[config.mk]
export PLATFORM = sky130hd
export DESIGN_NAME = pipeline_hazard_ctrl
export DESIGN_NICKNAME = d
export VERILOG_FILES = /design/src/rtl/pipeline_hazard_ctrl.sv
export SDC_FILE = /design/constraint.sdc
export NUM_CORES = 1
export LEC_CHECK = 0
export CORE_MARGIN = 4
export CORE_UTILIZATION = 40
export DETAILED_ROUTE_END_ITERATION = 8
export PLACE_DENSITY_LB_ADDON = 0.05
export SYNTH_ARGS = -nofsm -noshare
export SYNTH_HDL_FRONTEND = slang
export SYNTH_SLANG_ARGS = --single-unit
export TNS_END_PERCENT = 20
[constraint.sdc]
create_clock -name clk -period 3.5 [get_ports clk]
set_input_delay 0.7 -clock clk [delete_from_list [all_inputs] [get_ports clk]]
set_output_delay 0.7 -clock clk [all_outputs]
set_load 0.02 [all_outputs]
[src/rtl/pipeline_hazard_ctrl.sv]
// Hazard/sequencing controller for a 5-stage pipeline: forwarding selects,
// load-use stall sequencing, flush on control transfer, memory freeze and perf counters.
module pipeline_hazard_ctrl #(
  parameter int LOAD_STALL_CYCLES = 1,
  parameter int CNT_W             = 16,
  parameter int R0_ZERO           = 1
) (
  input  logic             clk,
  input  logic             rst_n,
  input  logic [4:0]       rs_id,
  input  logic [4:0]       rt_id,
  input  logic [4:0]       rp_id,
  input  logic             use_rs_id,
  input  logic             use_rt_id,
  input  logic             use_rp_id,
  input  logic [4:0]       rd_ex,
  input  logic             wb_ex,
  input  logic             memrd_ex,
  input  logic [4:0]       rd_mem,
  input  logic             wb_mem,
  input  logic [4:0]       rd_wb,
  input  logic             wb_wb,
  input  logic             take_ex,
  input  logic             mem_busy,
  input  logic             cnt_clr,
  output logic             stall_pc,
  output logic             stall_fd,
  output logic             kill_fd,
  output logic             stall_de,
  output logic             bubble_de,
  output logic [1:0]       fwd_rs,
  output logic [1:0]       fwd_rt,
  output logic [1:0]       fwd_rp,
  output logic [CNT_W-1:0] stall_cnt,
  output logic [CNT_W-1:0] flush_cnt,
  output logic             busy_lu
);

  typedef enum logic {RUN = 1'b0, LU_STALL = 1'b1} state_t;

  localparam logic [2:0] CNT_INIT = 3'(LOAD_STALL_CYCLES - 1);

  state_t     state;
  logic [2:0] cnt;
  logic       hit_ex_rs, hit_ex_rt, hit_ex_rp;
  logic       lu, stall_req, stall_inc, flush_inc;
  logic [1:0] sel_rs, sel_rt, sel_rp;

  function automatic logic hit(input logic use_r, input logic [4:0] r,
                               input logic [4:0] rd, input logic wb);
    return use_r && wb && (r == rd) && !((R0_ZERO != 0) && (r == 5'd0));
  endfunction

  function automatic logic [1:0] fwd_sel(input logic use_r, input logic [4:0] r,
                                         input logic [4:0] rde, input logic wbe,
                                         input logic [4:0] rdm, input logic wbm,
                                         input logic [4:0] rdw, input logic wbw);
    if (hit(use_r, r, rde, wbe))      return 2'b01;
    else if (hit(use_r, r, rdm, wbm)) return 2'b10;
    else if (hit(use_r, r, rdw, wbw)) return 2'b11;
    else                              return 2'b00;
  endfunction

  function automatic logic [CNT_W-1:0] sat_inc(input logic [CNT_W-1:0] v);
    return (&v) ? v : v + 1'b1;
  endfunction

  assign hit_ex_rs = hit(use_rs_id, rs_id, rd_ex, wb_ex);
  assign hit_ex_rt = hit(use_rt_id, rt_id, rd_ex, wb_ex);
  assign hit_ex_rp = hit(use_rp_id, rp_id, rd_ex, wb_ex);

  assign lu        = memrd_ex && wb_ex && (hit_ex_rs || hit_ex_rt || hit_ex_rp);
  assign stall_req = (state == LU_STALL) || lu;
  assign stall_inc = mem_busy || (!take_ex && stall_req);
  assign flush_inc = !mem_busy && take_ex;

  assign sel_rs = fwd_sel(use_rs_id, rs_id, rd_ex, wb_ex, rd_mem, wb_mem, rd_wb, wb_wb);
  assign sel_rt = fwd_sel(use_rt_id, rt_id, rd_ex, wb_ex, rd_mem, wb_mem, rd_wb, wb_wb);
  assign sel_rp = fwd_sel(use_rp_id, rp_id, rd_ex, wb_ex, rd_mem, wb_mem, rd_wb, wb_wb);

  assign fwd_rs  = rst_n ? sel_rs : 2'b00;
  assign fwd_rt  = rst_n ? sel_rt : 2'b00;
  assign fwd_rp  = rst_n ? sel_rp : 2'b00;
  assign busy_lu = (state == LU_STALL);

  // Control outputs: reset forces a bubble; freeze beats flush beats load-use.
  always_comb begin
    stall_pc  = 1'b0;
    stall_fd  = 1'b0;
    kill_fd   = 1'b0;
    stall_de  = 1'b0;
    bubble_de = 1'b0;
    if (!rst_n) begin
      bubble_de = 1'b1;
    end else if (mem_busy) begin
      stall_pc = 1'b1;
      stall_fd = 1'b1;
      stall_de = 1'b1;
    end else if (take_ex) begin
      kill_fd   = 1'b1;
      bubble_de = 1'b1;
    end else if (stall_req) begin
      stall_pc  = 1'b1;
      stall_fd  = 1'b1;
      bubble_de = 1'b1;
    end
  end

  // LU_STALL lasts LOAD_STALL_CYCLES-1 cycles after the detecting cycle.
  always_ff @(posedge clk or negedge rst_n) begin
    if (!rst_n) begin
      state     <= RUN;
      cnt       <= 3'd0;
      stall_cnt <= '0;
      flush_cnt <= '0;
    end else begin
      if (mem_busy) begin
        state <= state;
      end else if (take_ex) begin
        state <= RUN;
        cnt   <= 3'd0;
      end else if (state == LU_STALL) begin
        if (cnt <= 3'd1) begin
          state <= RUN;
          cnt   <= 3'd0;
        end else begin
          cnt <= cnt - 3'd1;
        end
      end else if (lu && (LOAD_STALL_CYCLES > 1)) begin
        state <= LU_STALL;
        cnt   <= CNT_INIT;
      end

      if (cnt_clr) begin
        stall_cnt <= '0;
        flush_cnt <= '0;
      end else begin
        if (stall_inc) stall_cnt <= sat_inc(stall_cnt);
        if (flush_inc) flush_cnt <= sat_inc(flush_cnt);
      end
    end
  end

endmodule
==> results.toml, run 1 <==
[setup_path]
arrival_ns = 2.68
crit_path_end_kind = "output port"
crit_start = "rd_wb[2]"
ff2ff_path_depth = 6
worst_r2r_startpoint = "stall_cnt[0]"
path_max_fanout = 3
start_kind = "input port"
required_ns = 2.80
worstSetupPathType = "input port to output port"

[power]
total_power_mw = 0.960
vdd_drop_max_v = 0.000172
p_leak_nw = 1.66
powerDensity_nw_per_um2 = 242

[route]
ant_nets = 0
remaining_drc_errors = 0
wl_met1_um = 3830
dr_wl_met2_um = 3790
detail_route.first_pass.iterations = 4
drt_iter0_drc = 125
wl_per_cell_um = 15.9
via_per_inst = 5.37
top_layer_used = "met4"
drt-total-wl_um = 8120
vias = 2745
met3_length_um = 411

[timing]
final_max_slew_viol_count = 0
rsz0062_at_grt = "no"
min_period_ns = 3.38
setup_slack_ns = 0.118
hold_viol = 0
fin_tns_setup_ns = 0
fmax_ghz = 0.296
slew_headroom_pct = 53.6
skew_ns = 0.00732
worstMarginPinSlew_ns = 0.693
min_period_over_period_pct = 96.6
setup_viol = 0

[global_route]
grt_pass1_wl_um = 13100
grt_pass1_vias = 2617
grt_usage_pct = 19.6
grt_max_degree = 26
antenna_found_initial = 0
grt-ovfl-total = 0

[place]
dp_slack_ns = -0.366
place_area_um2 = 3870
port_buffers = 85
gp_congestion = 0.940
dp_hpwl_um = 6260

[synthesis]
synthFlopType = "dfrtp_1"
syn_area_um2 = 2680
synth-async-reset-ratio_pct = 100
ys_seq_area_share_pct = 33.6
syn_nets = 355
syn_inst = 309
synth.top_cell.area_share_pct = 33.6
synth_area_per_cell_um2 = 8.69
synth-edff-count = 0
synthTopCellsByArea = "dfrtp_1 (34%), xor2_1 (13%), xnor2_1 (5.9%)"
synth-seq-cells = 36
yosysUniqueCellTypes = 44
synth_top_area_cell = "dfrtp_1"
yosysWarnings = 0

[finish]
multi_input_area_um2 = 1720
layout.nets = 479
antennaDiodeCount = 0
syn_to_final_growth_pct = 47.9
post-route-util_pct = 61.8
drive_gt1_share_pct = 16.1
regArea_um2 = 901
nFillCells = 568
design_area_um2 = 3970

[job]
cap_violations = 0

[floorplanning]
io_pins = 86
die_w_um = 89.9
rows = 29
die_area_um2 = 8080
coreArea_um2 = 6420
fp.dieH_um = 89.9
start_util_pct = 41.8

[clocking]
cts.path.max_buffers = 2
cts.sinks = 36
cts_hold_buffers = 0
htree_num_levels = 2
clk_pin_slew_worst_paths_ns = 0.07
cts_root_buf = "clkbuf_8"
cts_made_buffers = 5
clock_latency_ns = 0.28
cts_tree = "done"

[outcome]
status = "finished clean"

[worst_hold_path]
hp-class = "input port to async pin"
==> cells in the mapped netlist, drive strengths merged, types with 2 or more instances <==
cell and count:
a211oi 2, a21oi 14, a31oi 2, and3 10, and4 4, buf 4
clkbuf 7, dfrtp 36, ha 4, inv 4, mux2 5, mux2i 2
nand2 20, nand2b 5, nand3 17, nand4 15, nand4b 2, nor2 33
nor2b 5, nor3 9, nor3b 2, nor4 9, o21a 2, o21ai 14
o21bai 2, o31ai 2, or3 8, or4 5, xnor2 18, xor2 40
==> layout make-up <==
class	instances	share of cell area (%)
multi-input combinational	258	43.4
sequential	36	22.7
inverter	4	0.378
clock inverter	1	0.189
timing repair buffer	128	28.7
clock buffer	7	2.17
tap	77	2.43
==> sequential cells by signal, indices dropped and copies added (netlist names) <==
signal	count
flush_cnt	16
stall_cnt	16
cnt	3
busy_lu	1
==> cells in the final DEF, fill, tap and decap left out, types with 3 or more instances in the layout <==
cell	n
nor2_1	32
clkdlybuf4s50_1	73
nand2b_1	5
and3_1	10
o21ai_0	12
or3_1	8
xor2_1	40
inv_1	4
nor4_1	7
clkbuf_8	6
nand2_1	20
nor3_1	7
ha_1	4
mux2_4	3
nand3_1	17
dfrtp_1	36
or4_1	4
xnor2_1	18
buf_4	43
nor2b_1	5
clkbuf_2	4
a21oi_1	14
and4_1	4
nand4_1	15
dlygate4sd2_1	5
==> per-layer routing <==
metal  track usage [%]  vias up
li1                  -     1355
met1              26.7     1294
met2              31.6       87
met3              5.01        9
met4              3.83        0
met5                 0        -
==> worst paths after layout <==
kind,slack [ns],to
setup / recovery,0.12,fwd_rp[0]
hold / removal,0.30,busy_lu
setup reg to reg,1.32,stall_cnt[11]
hold reg to reg,0.50,cnt[1]
max in group asynchronous,2.59,stall_cnt[5]
min in group clk,0.50,cnt[1]
==> where the power goes <==
group | internal [mW] | leakage [nW] | switching, mW
combinational | 0.119 | 1.11 | 0.112
clock | 0.160 | 0.0445 | 0.145
sequential | 0.419 | 0.501 | 0.00610
total | 0.697 | 1.66 | 0.263
==> per-stage QoR <==
stage / cells / hold WS [ns]
final: 511 / 0.299
after detailed placement: 502 / 0.494
after global placement: 502 / 0.465
after global routing: 511 / 0.285
after CTS: 510 / 0.292
after floorplan: 309 / 0.404
==> critical path, stage by stage <==
cell	delay, ns
clkdlybuf4s50_1	0.50
buf_4	0.18
xor2_1	0.13
nor4_1	0.29
nand3_1	0.17
nor2_1	0.10
o21ai_0	0.08
a21oi_1	0.15
dlygate4sd2_1	0.37
==> logic make-up (layout without fill, tap and decap cells) <==
kind of cell    count (synthesis)  in the layout  synth area share, %
compound gates                 44             44                 10.1
xor+xnor                       58             58                 18.9
fa+ha+maj                       4              4                 1.86
buf+inv                        15            140                 3.26
flops                          36             36                 33.6
mux                             7              7                 3.26
simple gates                  145            145                 29.0
==> timing repair <==
action,in CTS,in global routing
gates resized for setup,16,13
endpoints found under the hold margin,0,0
endpoints found under the setup margin,9,5
pin swaps,1,2
buffers inserted,0,1
No activity file was read; power rests on OpenSTA's default activity.
==> inputs of run 2 (changes only) <==
- SLEW_MARGIN: unset -> 15
==> results of run 2 <==
No change in the layout: final DEF, timing and power equal those of run 1.
==> inputs of run 3 (changes only) <==
- CELL_PAD_IN_SITES_DETAIL_PLACEMENT: unset -> 0
- CELL_PAD_IN_SITES_GLOBAL_PLACEMENT: unset -> 1
- CORE_UTILIZATION: 40 -> 34
- GPL_TIMING_DRIVEN: unset -> 1
==> run 3 against run 2 <==
Compared with the run above: flip-flop and latch count did not move; sequential share of layout area fell by 0.11 points; critical path type unchanged; register-to-register slack about the same; critical path depth fell by 2; global-route usage fell by 2.5 points.
==> results.toml, run 3 (synthesis gave the netlist of run 1 again) <==
[outcome]
status = "finished clean"

[timing]
hold_viol = 0
skew_ns = 0.00598
min_period_ns = 3.38
rsz0062_at_grt = "no"
final_max_slew_viol_count = 0
min_period_over_period_pct = 96.5
slew_headroom_pct = 55.7
setup_viol = 0
worstMarginPinSlew_ns = 0.662
fin_tns_setup_ns = 0
fmax_ghz = 0.296

[clocking]
cts_made_buffers = 5
cts.path.max_buffers = 2
cts.sinks = 36
cts_root_buf = "clkbuf_8"
cts_tree = "done"
htree_num_levels = 2
postCtsSetupRepairBufs = 0
clock_latency_ns = 0.29
clk_pin_slew_worst_paths_ns = 0.08

[global_route]
grt_pass1_vias = 2694
grt-ovfl-total = 0
grt_usage_pct = 17.1
antenna_found_initial = 0
grt_max_degree = 31
grt_pass1_wl_um = 13400

[setup_path]
ff2ff_path_depth = 6
arrival_ns = 2.68
worstSetupPathType = "input port to output port"
required_ns = 2.80
reg2reg_slack_ns = 1.31
worst_r2r_startpoint = "stall_cnt[0]"
start_kind = "input port"
crit_path_end_kind = "output port"
path_max_fanout = 3
timing.rr.end = "stall_cnt[11]"

[place]
gp_congestion = 0.795
dp_hpwl_um = 6360
place_area_um2 = 3910
port_buffers = 85

[worst_hold_path]
hp-class = "input port to async pin"

[job]
cap_violations = 0

[power]
p_leak_nw = 1.64
pwr-share-seq_pct = 43.7
swShare_pct = 28.2
vdd_drop_max_v = 0.000184
p_sw_mw = 0.274
total_power_mw = 0.972
power.internal_mw = 0.697
p_comb_share_pct = 23.5
power_frac_clock_pct = 32.9
powerDensity_nw_per_um2 = 244

[finish]
layout_commonest_cell = "clkdlybuf4s50_1"
final_cell_mix = "clkdlybuf4s50_1 (75), buf_4 (43), xor2_1 (40)"
layout.nets = 479
drive_gt1_share_pct = 16.4
design_area_um2 = 3990
largestRegisters = "flush_cnt (16), stall_cnt (16), cnt (3)"
antennaDiodeCount = 0
syn_to_final_growth_pct = 48.7

[route]
detail_route.first_pass.iterations = 4
via_per_inst = 4.99
ant_nets = 0
drt_iter0_drc = 47
vias = 2675
remaining_drc_errors = 0
wl_per_cell_um = 14.8
drt-total-wl_um = 7920

[floorplanning]
die_w_um = 96.8
io_pins = 86
die_area_um2 = 9380
start_util_pct = 34.9
coreArea_um2 = 7690
fp.dieH_um = 96.8
rows = 32
==> run 3: worst max-delay path, stage by stage <==
cell and delay [ns]:
clkdlybuf4s50_1 0.47, or4_1 0.55, o21ai_2 0.17, nand4b_1 0.17
buf_4 0.13, o211a_1 0.15, dlygate4sd2_1 0.33
==> run 3: cell type report <==
| type | instances | area (µm²) |
|---|---|---|
| fill | 730 | 3700 |
| sequential | 36 | 901 |
| clock inverter | 1 | 7.51 |
| timing repair buffer | 128 | 1130 |
| tap | 102 | 128 |
| multi-input combinational | 258 | 1720 |
| clock buffer | 7 | 86.3 |
| inverter | 4 | 15.0 |
==> run 3: stage by stage <==
stage | cells | worst slack, ns | utilization [%] | hold WS (ns)
3_3_place_gp | 528 | -0.382 | 50.8 | 0.465
6_report | 536 | 0.122 | 51.9 | 0.428
4_1_cts | 536 | 0.0108 | 52.1 | 0.433
2_1_floorplan | 309 | 0.268 | - | 0.404
3_5_place_dp | 528 | -0.345 | 50.8 | 0.482
5_1_grt | 536 | 0.0312 | 51.9 | 0.434
==> run 3: worst max path at each step <==
stage | from | to | slack, ns
final | rt_id[3] | fwd_rt[1] | 0.12
after global routing | rs_id[0] | fwd_rs[0] | 0.03
after CTS | rd_ex[3] | bubble_de | 0.01
after detailed placement | rs_id[3] | fwd_rs[1] | -0.35
after global placement | rs_id[3] | fwd_rs[1] | -0.38
after floorplan | rs_id[0] | fwd_rs[1] | 0.27
==> run 3: layer usage <==
layer	GRT usage, %	part of all wire [%]	vias to the layer above
met4	2.92	0.58	0
met2	28.1	48	63
li1	-	-	1357
met3	4.61	5.2	5
met5	0	0	-
met1	22.8	47	1250
==> run 3: what timing repair did <==
action / in CTS / in global routing
resized for setup: 17 / 11
endpoints found under the setup margin: 9 / 6
hold buffers: 0 / 0
pin swaps: 0 / 0
==> run 3: power groups by stage <==
stage                     sequential (mW)  combinational, mW  clock (mW)
after floorplan                     0.435             0.0877           0
after CTS                           0.424              0.231       0.335
after global placement              0.433              0.229           0
final                               0.424              0.228       0.320
after detailed placement            0.433              0.230           0
after global routing                0.426              0.250       0.359
==> edit (flow settings as in run 3) <==
`CNT_W`: 16 -> 18.
--- a/src/rtl/pipeline_hazard_ctrl.sv
+++ b/src/rtl/pipeline_hazard_ctrl.sv
@@ -2,7 +2,7 @@
 // load-use stall sequencing, flush on control transfer, memory freeze and perf counters.
 module pipeline_hazard_ctrl #(
   parameter int LOAD_STALL_CYCLES = 1,
-  parameter int CNT_W             = 16,
+  parameter int CNT_W             = 18,
   parameter int R0_ZERO           = 1
 ) (
   input  logic             clk,
Ports: changed (resized flush_cnt and stall_cnt); port bits go from 86 to 90. No check against the original RTL was run, so the function may have changed too.
==> edit against run 3 <==
  * Synthesized cell count up 8.1%
  * Design area up 6.7%
  * Power up 12%
  * Synthesized area up 7.1%
  * Count of clock-buffer cells in the layout down 2
  * Hold slack worse by 0.15 ns
  * Cell count up 4.7%
  * Routed wire length up 3.6%
  * Worst setup slack worse by 0.049 ns
  * Sequential power up 10%
  * Sequential cell count up 4
  * Register-to-register slack worse by 0.17 ns
==> edit: results (changes against run 3) <==
| Metric | Value |
|---|---|
| Synthesized area per cell | 8.609 sq um (was 8.686 sq um) |
| Gr usage total | 16.43% (was 17.10%) |
| CP max FO | 4 (was 3) |
| CP max-delay cell | clkdlybuf4s50_1 (was or4_1) |
| Net load switching power | 0.2938 mW (was 0.2745 mW) |
| Most instantiated cells after synthesis | nor2_1, dfrtp_1, xor2_1 (was xor2_1, dfrtp_1, nor2_1) |
| Count of input and output buffers | 89 (was 85) |
| Outcome | complete, no violations (unchanged) |
| Cell leakage power | 1.718 nW (was 1.643 nW) |
| Top Registers | flush_cnt x18, stall_cnt x18, cnt x3 (was flush_cnt x16, stall_cnt x16, cnt x3) |
| Peak supply drop | 0.1519 mV (was 0.1844 mV) |
| RR Endpoint | stall_cnt[17] (was stall_cnt[11]) |
| Routed vias | 2,833 (was 2,675) |
| Top post-synthesis cells by area | dfrtp_1, xor2_1, xnor2_1 (unchanged) |
| FILL cells | 806 (was 730) |
| Worst endpoint data arrival time | 2.73 ns (was 2.68 ns) |
| Layout Cells excl Fill | 561 (was 536) |
| Worst Reg-to-Reg Cells | 7 (was 6) |
| Fraction of layout cells with a size suffix above 1 | 12.72% (was 16.36%) |
| Starting DRT DRC Count | 78 (was 47) |
| Gates resized, CTS repair | 18 (was 17) |
| CP Capture Point | stall_pc (was fwd_rt[1]) |
| Max stage delay on crit path | 0.51 ns (was 0.55 ns) |
| First-pass GRT wire length | 13,390 um (was 13,360 um) |
| Sequential power | 0.468 mW (was 0.424 mW) |
| Placed inst area | 4129 sq um (was 3908 sq um) |
| Vias in the first global route | 2,751 (was 2,694) |
| Slew @ Worst Pin | 0.6622 ns (was 0.6619 ns) |
| Clock network power | 0.396 mW (was 0.320 mW) |
| Final HPWL DP | 6505 um (was 6356 um) |
| Largest net degree at the start of global routing | 30 (was 31) |
| Maximum clock frequency | 291.7 MHz (was 296.0 MHz) |
| Final nets | 501 (was 479) |
| Global placement routability congestion | 0.8915 (was 0.7954) |
| Final wirelength | 8205 um (was 7918 um) |
-- edit: layer usage --
layer	vias to the layer above	track usage [%]	part of all wire (%)
met5	-	0	0
met4	0	4.097	0.98
met3	7	2.988	5.6
met2	73	26.78	46
met1	1320	22.53	47
li1	1433	-	-
-- edit: area by class of cell --
type / count / area (sq um) / area share (%)
clock inverter: 3 / 46.29 / 1.087
multi-input combinational: 274 / 1812 / 42.55
inverter: 7 / 26.28 / 0.6171
timing repair buffer: 127 / 1172 / 27.53
clock buffer: 5 / 68.82 / 1.616
sequential: 40 / 1001 / 23.51
tap: 105 / 131.4 / 3.086
-- edit: worst max-delay path: cells and delay by family --
| family | cells | cell delay (ns) |
|---|---|---|
| buf+inv | 3 | 0.96 |
| simple gates | 4 | 0.85 |
| xor+xnor | 1 | 0.22 |
-- edit: cells by family after synthesis --
group,synth area share [%]
and+or+nand+nor,27.20
xor gates and xnor gates,18.58
AOI/OAI and AO/OA,11.58
DFF,34.81
buffers and inverters,3.046
muxes,3.046
adders and majority gates,1.741
